===== src/rtl/arbitro_registrador.sv =====
// Round-robin write controller for a shared negedge register with no enable/reset.
// Owns the register's d input: recirculates q, injects one winner's data for
// exactly one cycle, and forces INIT_VALUE while in reset/INIT.
module arbitro_registrador #(
  parameter int unsigned   N          = 8,
  parameter int unsigned   M          = 4,
  parameter logic [N-1:0]  INIT_VALUE = '0,
  localparam int unsigned  GW         = (M > 1) ? $clog2(M) : 1
) (
  input  logic            clk,
  input  logic            rst_n,
  input  logic [M-1:0]    req,
  input  logic [M*N-1:0]  data_in,
  input  logic [N-1:0]    reg_q,
  output logic [N-1:0]    reg_d,
  output logic [M-1:0]    ack,
  output logic            busy,
  output logic [GW-1:0]   grant_id
);

  typedef enum logic [1:0] {
    S_INIT  = 2'd0,
    S_IDLE  = 2'd1,
    S_WRITE = 2'd2,
    S_ACK   = 2'd3
  } state_t;

  state_t        r_state;
  state_t        w_state_nxt;

  logic [GW-1:0] r_ptr;
  logic [GW-1:0] r_grant_id;
  logic [N-1:0]  r_wdata;
  logic [M-1:0]  r_ack;
  logic          r_busy;

  logic [GW-1:0] w_idx;
  logic [GW-1:0] w_win;
  logic          w_found;
  logic [GW-1:0] w_ptr_nxt;
  logic [M-1:0]  w_ack_nxt;
  logic          w_busy_nxt;
  logic [N-1:0]  w_slice [M];

  // Split the flat data bus into per-requester words
  for (genvar g = 0; g < int'(M); g++) begin : g_slice
    assign w_slice[g] = data_in[g*N +: N];
  end

  // Round-robin pick: first asserted req scanning from the priority pointer
  always_comb begin
    w_idx   = '0;
    w_win   = '0;
    w_found = 1'b0;
    for (int unsigned i = 0; i < M; i++) begin
      w_idx = GW'((32'(r_ptr) + i) % M);
      if (!w_found && req[w_idx]) begin
        w_found = 1'b1;
        w_win   = w_idx;
      end
    end
  end

  // Pointer moves just past the last winner, wrapping at M-1
  assign w_ptr_nxt = (r_grant_id == GW'(M - 1)) ? '0 : GW'(r_grant_id + 1'b1);

  // State register
  always_ff @(posedge clk or negedge rst_n) begin
    if (!rst_n) r_state <= S_INIT;
    else        r_state <= w_state_nxt;
  end

  // Next-state logic
  always_comb begin
    w_state_nxt = r_state;
    case (r_state)
      S_INIT:  w_state_nxt = S_IDLE;
      S_IDLE:  if (w_found) w_state_nxt = S_WRITE;
      S_WRITE: w_state_nxt = S_ACK;
      S_ACK:   w_state_nxt = S_IDLE;
      default: w_state_nxt = S_INIT;
    endcase
  end

  // Output decode: register drive from current state, Moore outputs from next state
  always_comb begin
    reg_d      = reg_q;
    w_busy_nxt = (w_state_nxt != S_IDLE);
    w_ack_nxt  = '0;
    if (w_state_nxt == S_ACK) w_ack_nxt = M'(1) << r_grant_id;
    case (r_state)
      S_INIT:  reg_d = INIT_VALUE;
      S_WRITE: reg_d = r_wdata;
      default: reg_d = reg_q;
    endcase
  end

  // Registered outputs, latched write data and priority pointer
  always_ff @(posedge clk or negedge rst_n) begin
    if (!rst_n) begin
      r_ack      <= '0;
      r_busy     <= 1'b1;
      r_grant_id <= '0;
      r_ptr      <= '0;
      r_wdata    <= '0;
    end else begin
      r_ack  <= w_ack_nxt;
      r_busy <= w_busy_nxt;
      if (r_state == S_IDLE && w_found) begin
        r_wdata    <= w_slice[w_win];
        r_grant_id <= w_win;
      end
      if (r_state == S_ACK) r_ptr <= w_ptr_nxt;
    end
  end

  assign ack      = r_ack;
  assign busy     = r_busy;
  assign grant_id = r_grant_id;

endmodule


===== config.mk =====
export PLATFORM = sky130hd
export DESIGN_NAME = arbitro_registrador
export DESIGN_NICKNAME = d
export VERILOG_FILES = /design/src/rtl/arbitro_registrador.sv
export SDC_FILE = /design/constraint.sdc
export NUM_CORES = 1
export LEC_CHECK = 0
export CAP_MARGIN = 10
export CORE_ASPECT_RATIO = 0.6
export CORE_MARGIN = 4
export CORE_UTILIZATION = 42
export CTS_BUF_LIST = sky130_fd_sc_hd__clkbuf_16
export CTS_CLUSTER_DIAMETER = 100
export DETAILED_ROUTE_END_ITERATION = 8
export PLACE_DENSITY = 0.85
export SYNTH_ARGS = -nofsm -noshare
export SYNTH_HDL_FRONTEND = slang
export SYNTH_SLANG_ARGS = --single-unit

===== constraint.sdc =====
create_clock -name clk -period 2.3 [get_ports clk]
set_input_delay 0.345 -clock clk [delete_from_list [all_inputs] [get_ports clk]]
set_output_delay 0.345 -clock clk [all_outputs]
set_load 0.005 [all_outputs]

==> out/metrics.csv <==
stage,metric,value,unit
layout,fillers,167,
synth,top-area cell type share of the netlist area,37.9,%
worst_setup_path,CP Max Fanout,8,
placement,PortBufs,60,
grt,total gr overflow,0,
synth,syn_area_per_cell,11.5,um^2
sta,Period minus WS final,1.96,ns
placement,placed inst area,0.00183,mm^2
layout,ant diodes,0,
floorplanning,number of top-level pins,61,
placement,Final Wtd Congestion,0.698,
sta,Worst-Margin Slew,0.305,ns
layout,Finished Layout Cells,199,
grt,initial antenna violation count,0,
clock_network,htree depth,1,
grt,number of global-route vias before repair,1084,
sta,clk_skew,0.00203,ns
grt,gr usage total,16.9,%
layout,share of cells above drive strength 1,16.2,%
layout,final instance area,0.00191,mm^2
placement,Detail Placement HPWL,2.46,mm
sta,final cycle utilization of the critical path,85.3,%
drt,DR vias,1035,
clock_network,CTS resizes,0,
synth,"EDFF count, synth",0,
synth,Seq cells post-synth,19,
sta,setup_tns,0,ns
floorplanning,Cell Rows,14,
worst_setup_path,startpoint type of the worst setup path,flip-flop,
placement,Inst Count DP,195,
clock_network,total CTS buffers,3,
synth,Synth area leader,dfrtp_1,
pwr,Max VDD drop,0.000693,V
clock_network,setup bufs post-CTS,0,
floorplanning,Die Width,76.7,um
synth,Synth Warn #,0,
clock_network,Clock transition at path regs,0.05,ns
clock_network,CTS Root Cell,clkbuf_16,
worst_setup_path,CP Data Arrival Time,1.62,ns
layout,Layout Nets,218,
synth,synth top area cells,"dfrtp_1, mux2i_1, o221ai_2, a22o_1, nand2_1",
layout,most frequent cells in the layout,"clkdlybuf4s50_1, dfrtp_1, mux2i_1",
synth,ys flop type,dfrtp_1,
drt,DRT Pass-1 Iters,4,
sta,Worst slew margin,79.7,%
clock_network,Hold Buf Count CTS,0,
worst_setup_path,WP data required,1.96,ns
drt,Total Wirelength,3.22,mm
synth,Mapped Cells,103,
layout,"most common cell after layout, fill and taps aside",clkdlybuf4s50_1,
drt,post-route ant nets,0,
floorplanning,Starting Density,45.5,%
synth,mapped cell area,0.00119,mm^2
outcome,status,completed,
drt,DR iter-0 viols,24,
clock_network,CTS tree,done,
synth,Mapped Nets,153,
clock_network,maximum clock path buffer count,2,
synth,"Seq/Total Area, Yosys",40.1,%
layout,synthesis-to-layout area growth,60.3,%
placement,setup slack after placement,0.183,ns
grt,largest net degree at the start of global routing,20,
sta,fmax,510,MHz
sta,final hold vios,0,
synth,"Distinct cells, synth",29,
job,max_cap viols,0,
floorplanning,die area,0.00377,mm^2
sta,count of final max-slew check failures,0,
sta,unrepaired setup endpoints after global routing,no,
drt,drt wl/cell,16.2,um
min_path,worst hold-check path type,in2async,
drt,routed vias/inst,5.20,
grt,first-pass GRT wire length,5.02,mm
pwr,Leak,0.000866,uW
drt,DRC,0,
sta,Final WS setup,0.338,ns
clock_network,Clock Latency Late Sink,0.25,ns
sta,final setup fails,0,
clock_network,Sink Count,19,
worst_setup_path,Worst Setup End Kind,primary output,
floorplanning,Vert. Die Dim,49.2,um
pwr,PwrDens,1100,mW/mm^2
synth,post-synthesis async set-or-reset flop share,100,%
worst_setup_path,Worst Setup Path Type,reg2out,
floorplanning,Core ar.,0.00261,mm^2
[per-layer routing]
layer / vias up / part of all wire, % / GRT usage, %
li1: 501 / - / -
met1: 491 / 46 / 21.6
met2: 41 / 46 / 27.5
met3: 2 / 8.2 / 6.09
met4: 0 / 0.19 / 3.61
met5: - / 0 / 0
[logic make-up (layout without fill, tap and decap cells)]
| family | after synthesis | in the layout | share of synthesized area (%) |
|---|---|---|---|
| simple gates | 28 | 28 | 13.3 |
| flops | 19 | 19 | 40.1 |
| mux | 17 | 17 | 14.4 |
| fa+ha+maj | 4 | 4 | 4.21 |
| compound gates | 23 | 23 | 20.6 |
| buf+inv | 12 | 76 | 7.37 |
[flip-flops by register name, indices dropped and copies added, names as in the netlist]
name / cells
busy: 1
r_wdata: 8
r_ptr: 2
ack: 4
grant_id: 2
r_state: 2
[where the power goes]
group / internal, uW / switching [uW]
sequential: 487 / 111
clock: 233 / 123
combinational: 626 / 508
total: 1350 / 743
[synthesized netlist by cell type (2+ instances only)]
| cell | n |
|---|---|
| a22o_1 | 8 |
| inv_1 | 4 |
| nand2_1 | 15 |
| o221ai_2 | 8 |
| buf_6 | 3 |
| dfrtp_1 | 18 |
| ha_1 | 4 |
| and2_1 | 4 |
| mux2i_1 | 16 |
| clkbuf_1 | 2 |
| nor2b_1 | 3 |
[worst paths after layout]
check	start	end	slack (ns)	cells after the start
hold reg to reg	r_wdata[0]$_DFFE_PN0P_	r_wdata[0]$_DFFE_PN0P_	0.49	2
setup / recovery	r_state[1]$_DFF_PN0_	reg_d[3]	0.34	4
min in group clk	r_wdata[0]$_DFFE_PN0P_	r_wdata[0]$_DFFE_PN0P_	0.49	2
max in group asynchronous	rst_n	busy$_DFF_PN1_	1.62	2
hold / removal	rst_n	ack[2]$_DFF_PN0_	0.42	2
setup reg to reg	r_ptr[1]$_DFFE_PN0N_	r_wdata[4]$_DFFE_PN0P_	0.71	5
[metrics by stage]
step / hold slack [ns] / utilization, % / power (uW)
floorplan: 0.0494 / - / 1310
global placement: 0.479 / 69.9 / 1690
detailed placement: 0.479 / 69.9 / 1730
CTS: 0.428 / 73.0 / 2100
global route: 0.457 / 73.0 / 2220
finish: 0.424 / 73.0 / 2090
[layout make-up]
class	instances	area, um^2	share of cell area, %
Tap cell	32	40.0	2.10
Inverter	5	18.8	0.985
Clock inverter	1	5.00	0.263
Timing Repair Buffer	67	666	34.9
Clock buffer	3	75.1	3.94
Sequential cell	19	477	25.0
Multi-Input combinational cell	72	624	32.8
[critical path, stage by stage, from the launching register on]
cell and delay [ns]:
dfrtp_1 0.37, nor2b_1 0.18, buf_4 0.18, a22o_1 0.14
clkdlybuf4s50_1 0.50
Note: power is estimated with default switching activity, not from simulation.
